===== config.mk =====
export PLATFORM = sky130hd
export DESIGN_NAME = inv_mixcolumns_seq
export DESIGN_NICKNAME = d
export VERILOG_FILES = /design/src/rtl/inv_mixcolumns_seq.sv
export SDC_FILE = /design/constraint.sdc
export NUM_CORES = 1
export LEC_CHECK = 0
export BUFFER_PORTS_ARGS = -buffer_cell sky130_fd_sc_hd__buf_2
export CAP_MARGIN = 20
export CELL_PAD_IN_SITES_DETAIL_PLACEMENT = 1
export CELL_PAD_IN_SITES_GLOBAL_PLACEMENT = 1
export CORE_ASPECT_RATIO = 0.7
export CORE_MARGIN = 2
export CORE_UTILIZATION = 47
export DETAILED_ROUTE_END_ITERATION = 16
export PLACE_DENSITY = 0.9
export RECOVER_POWER = 50
export SKIP_LAST_GASP = 1
export SYNTH_ARGS = -nofsm -noshare
export SYNTH_HDL_FRONTEND = slang
export SYNTH_SLANG_ARGS = --single-unit
export TNS_END_PERCENT = 10

===== constraint.sdc =====
create_clock -name clk -period 9.9 [get_ports clk]
set_input_delay 1.485 -clock clk [delete_from_list [all_inputs] [get_ports clk]]
set_output_delay 1.485 -clock clk [all_outputs]
set_load 0.05 [all_outputs]

===== src/rtl/inv_mixcolumns_seq.sv =====
// Column-serial AES InvMixColumns: one 32-bit column per clock, four clocks per state,
// with a valid/ready handshake on both sides and a registered result.
`ifndef TEXT_WIDTH
`define TEXT_WIDTH 128
`endif

module inv_mixcolumns_seq #(
   parameter int TEXT_WIDTH = `TEXT_WIDTH,
   parameter int BYTE_WIDTH = 8
) (
   input  logic                  clk,
   input  logic                  rst_n,
   input  logic                  in_valid,
   output logic                  in_ready,
   input  logic [TEXT_WIDTH-1:0] state_i,
   output logic                  out_valid,
   input  logic                  out_ready,
   output logic [TEXT_WIDTH-1:0] state_o,
   output logic                  busy
);

   // state | meaning
   // IDLE  | waiting for an input state
   // CALC  | transforming column col of the work register, one per clock
   // DONE  | state_o valid, waiting for out_ready
   typedef enum logic [1:0] {
      IDLE = 2'b00,
      CALC = 2'b01,
      DONE = 2'b10
   } fsm_t;

   fsm_t                  state_q;
   fsm_t                  state_d;
   logic [1:0]            col_q;
   logic [TEXT_WIDTH-1:0] work_q;
   logic [TEXT_WIDTH-1:0] work_next;
   logic [31:0]           col_in;
   logic [31:0]           col_res;
   logic                  accept;

   function automatic logic [BYTE_WIDTH-1:0] xtime(input logic [BYTE_WIDTH-1:0] b);
      return {b[BYTE_WIDTH-2:0], 1'b0} ^ (b[BYTE_WIDTH-1] ? 8'h1b : 8'h00);
   endfunction

   // 09 = x8^x, 0b = x8^x2^x, 0d = x8^x4^x, 0e = x8^x4^x2
   function automatic logic [31:0] inv_col(input logic [31:0] c);
      logic [BYTE_WIDTH-1:0] a  [4];
      logic [BYTE_WIDTH-1:0] m9 [4];
      logic [BYTE_WIDTH-1:0] mb [4];
      logic [BYTE_WIDTH-1:0] md [4];
      logic [BYTE_WIDTH-1:0] me [4];
      logic [BYTE_WIDTH-1:0] x2;
      logic [BYTE_WIDTH-1:0] x4;
      logic [BYTE_WIDTH-1:0] x8;
      a[0] = c[31:24];
      a[1] = c[23:16];
      a[2] = c[15:8];
      a[3] = c[7:0];
      for (int i = 0; i < 4; i++) begin
         x2    = xtime(a[i]);
         x4    = xtime(x2);
         x8    = xtime(x4);
         m9[i] = x8 ^ a[i];
         mb[i] = x8 ^ x2 ^ a[i];
         md[i] = x8 ^ x4 ^ a[i];
         me[i] = x8 ^ x4 ^ x2;
      end
      return {me[0] ^ mb[1] ^ md[2] ^ m9[3],
              m9[0] ^ me[1] ^ mb[2] ^ md[3],
              md[0] ^ m9[1] ^ me[2] ^ mb[3],
              mb[0] ^ md[1] ^ m9[2] ^ me[3]};
   endfunction

   always_comb begin
      in_ready = (state_q == IDLE) | ((state_q == DONE) & out_ready);
      accept   = in_valid & in_ready;
      busy     = (state_q == CALC);
   end

   always_comb begin
      col_in = work_q[127:96];
      case (col_q)
         2'd0: col_in = work_q[127:96];
         2'd1: col_in = work_q[95:64];
         2'd2: col_in = work_q[63:32];
         2'd3: col_in = work_q[31:0];
         default: col_in = work_q[127:96];
      endcase
      col_res   = inv_col(col_in);
      work_next = work_q;
      case (col_q)
         2'd0: work_next[127:96] = col_res;
         2'd1: work_next[95:64]  = col_res;
         2'd2: work_next[63:32]  = col_res;
         2'd3: work_next[31:0]   = col_res;
         default: work_next = work_q;
      endcase
   end

   always_ff @(posedge clk or negedge rst_n) begin
      if (!rst_n) state_q <= IDLE;
      else        state_q <= state_d;
   end

   always_comb begin
      state_d = state_q;
      case (state_q)
         IDLE: if (accept) state_d = CALC;
         CALC: if (col_q == 2'd3) state_d = DONE;
         DONE: if (out_ready) state_d = in_valid ? CALC : IDLE;
         default: state_d = IDLE;
      endcase
   end

   always_ff @(posedge clk or negedge rst_n) begin
      if (!rst_n) begin
         col_q     <= 2'd0;
         work_q    <= '0;
         state_o   <= '0;
         out_valid <= 1'b0;
      end else begin
         if (accept) begin
            work_q <= state_i;
            col_q  <= 2'd0;
         end else if (state_q == CALC) begin
            work_q <= work_next;
            col_q  <= col_q + 2'd1;
            if (col_q == 2'd3) begin
               state_o   <= work_next;
               out_valid <= 1'b1;
            end
         end
         if ((state_q == DONE) && out_ready) out_valid <= 1'b0;
      end
   end

endmodule

==> flow_metrics.tcl <==
set metrics [dict create \
    status "finished with violations" \
    violations "capacitance limit, slew limit" \
    row_count 54 \
    tightest_slew_ns 3.999 \
    drcViolationCount 0 \
    cts_hold_buf 0 \
    layout.nets 1826 \
    clk_pin_slew_ns 0.07 \
    drive_gt1_frac 0.1751 \
    grt_usage 0.4037 \
    top_level_ports 263 \
    hold_viol_final 0 \
    path_common_cell "xnor2_1" \
    clkSinkCount 261 \
    cts_max_path_buffers 3 \
    synth_edf_count 0 \
    endpoint_kind "register" \
    routed_wl_um 67240 \
    clock_skew_ns 0.03080 \
    fin_tns_setup_ns 0 \
    drt_iter0_markers 2280 \
    period_needed_ns 6.378 \
    max_stage_delay_ns 1.38 \
    cts_buffers 26 \
    cap_violations 6 \
    fin_crit_sh 0.6442 \
    die_h_um 152.4 \
    dieArea_mm2 0.03291 \
    final_area_mm2 0.01709 \
    synth_cell_types 54 \
    synthDominantCellAreaShare 0.4418 \
    setup_viol 0 \
    hpwl_um 48310 \
    path_max_fanout 28 \
    insertion_delay_ns 0.57 \
    vias_per_cell 6.666 \
    postCtsSetupRepairBufs 0 \
    synthTopCellsByArea "dfrtp_1, xnor2_1, o21ai_0" \
    critical_path_required_ns 10.26 \
    fill_cells 3583 \
    timing.fmax_ghz 0.1568 \
    dieWidth_um 216.0 \
    netlist_instances 1495 \
    slew_headroom -1.666 \
    crit_path_top_delay_cell "clkbuf_1" \
    yosys.area.top_type "dfrtp_1" \
    yosysSeqAreaShare 0.4418 \
    grt_max_degree 117 \
    grt_pass1_wl_um 98330 \
    criticalPathCategory "register to register" \
    area_growth_pct 15.62 \
    vias 14190 \
    rsz0062_at_grt "false" \
    io_buffers 262 \
    ys_seq_elements 261 \
    cts_tree "built" \
    synth_fp_nets 1632 \
    syn_area_mm2 0.01478 \
    synth_area_per_cell_um2 9.888 \
    cts-htree-levels 1 \
    synth_most_common_cell "dfrtp_1" \
    worst_hold_slack_ns 0.4660 \
    ys_warn_count 0 \
    initial_utilization 0.4756 \
    grt-ovfl-total 0 \
    path_cells "ha_1 > clkbuf_1 > a222oi_1 > xor2_1 > a21oi_1 > xor3_1 > xnor2_1 > xnor2_1 > o21ai_0" \
    hold_path.class "register to register" \
    ys.flop_type "dfrtp_1" \
    coreArea_mm2 0.03108 \
    startpoint_type "register" \
    cts-root-buf "clkbuf_16" \
    first_global_vias 14220 \
    ant_nets 0 \
    globalplace.congestion 1.041 \
    drv_slew 301 \
    antenna_found_initial 1 \
    cts_resized 0 \
    synthArstFlopShare 1.000 \
    wl_per_cell_um 31.58 \
    place_area_mm2 0.01638 \
    worstPathArrival_ns 6.73 \
    synth_common_cells "dfrtp_1, o21ai_0, xnor2_1, a21oi_1, clkbuf_1" \
    firstDrtPassIters 9 \
]
==> cell usage in the layout, fill, tap and decap left out, drive strengths merged, types with 8 or more instances in the layout <==
cell    netlist  layout
a21o         29      29
a21oi       124     124
a221o        16      16
a222oi       29      29
a22oi        94      94
and3         27      27
buf          29     234
clkbuf      104     103
clkinv        0       8
dfrtp       261     261
inv          20      21
mux2i        28      28
nand2        90      90
nor2         80      80
nor3         11      11
nor3b        22      22
o21a          8       8
o21ai       200     200
o22ai        14      14
xnor2       137     137
xnor3        31      31
xor2         67      67
==> per-stage QoR <==
step | worst slack, ns | utilization | std cells
global placement | 4.507 | 0.5265 | 2078
detailed placement | 4.464 | 0.5269 | 2080
global route | 3.324 | 0.5498 | 2128
CTS | 4.382 | 0.5529 | 2127
floorplan | 6.072 | - | 1495
finish | 3.522 | 0.5499 | 2129
==> area by class of cell <==
type                    instances  area [um^2]  share of cell area
diodes                          1        2.502           0.0001464
clock buffers                  38        757.0             0.04429
clock inverters                 9        52.55            0.003075
inverters                      20        75.07            0.004392
multi-input cells            1081         7645              0.4473
flip-flops and latches        261         6531              0.3821
well taps                     420        525.5             0.03075
repair buffers                299         1503             0.08792
==> final timing paths <==
path	to	slack [ns]	depth (start not counted)	start
worst max-delay path	state_o[102]	3.52	9	col_q[0]
worst min-delay path	state_o[106]	0.47	2	state_o[106]
worst max register to register	state_o[102]	3.52	9	col_q[0]
worst min register to register	state_o[106]	0.47	2	state_o[106]
max in group asynchronous	work_q[110]	4.12	3	rst_n
min in group asynchronous	work_q[41]	1.00	1	rst_n
==> sequential cells by signal (all words and copies together), names as in the netlist <==
signal     flops
out_valid      1
state_q        2
state_o      128
work_q       128
col_q          2
==> critical path, delay by kind of cell, from the launching register on <==
| kind | cells | cell delay [ns] |
|---|---|---|
| xor gates and xnor gates | 4 | 2.00 |
| buffers and inverters | 1 | 1.38 |
| AOI/OAI and AO/OA | 3 | 1.84 |
| DFF | 1 | 0.43 |
| adders and majority gates | 1 | 0.49 |
==> logic make-up (layout without fill, tap and decap cells) <==
family	Yosys count	in the layout	share of synthesized area
AO/OA/AOI/OAI	553	553	0.2339
XOR/XNOR	238	238	0.1765
adder cells (fa/ha/maj)	5	5	0.004232
buffers and inverters	153	366	0.04274
flip-flops	261	261	0.4418
multiplexers	31	31	0.02175
other	0	1	0
AND/OR/NAND/NOR	254	254	0.07905
==> layer usage <==
metal	vias up	GRT usage	wire length, um	share of wire
li1	5731	-	-	-
met1	7244	0.5848	27740	0.41
met2	1029	0.5867	28430	0.42
met3	186	0.09980	8084	0.12
met4	2	0.1484	2970	0.044
met5	-	0	13	0.00019
Power is not shown: default switching activity piles up to over one toggle a cycle in this logic, so the estimate is an artifact.
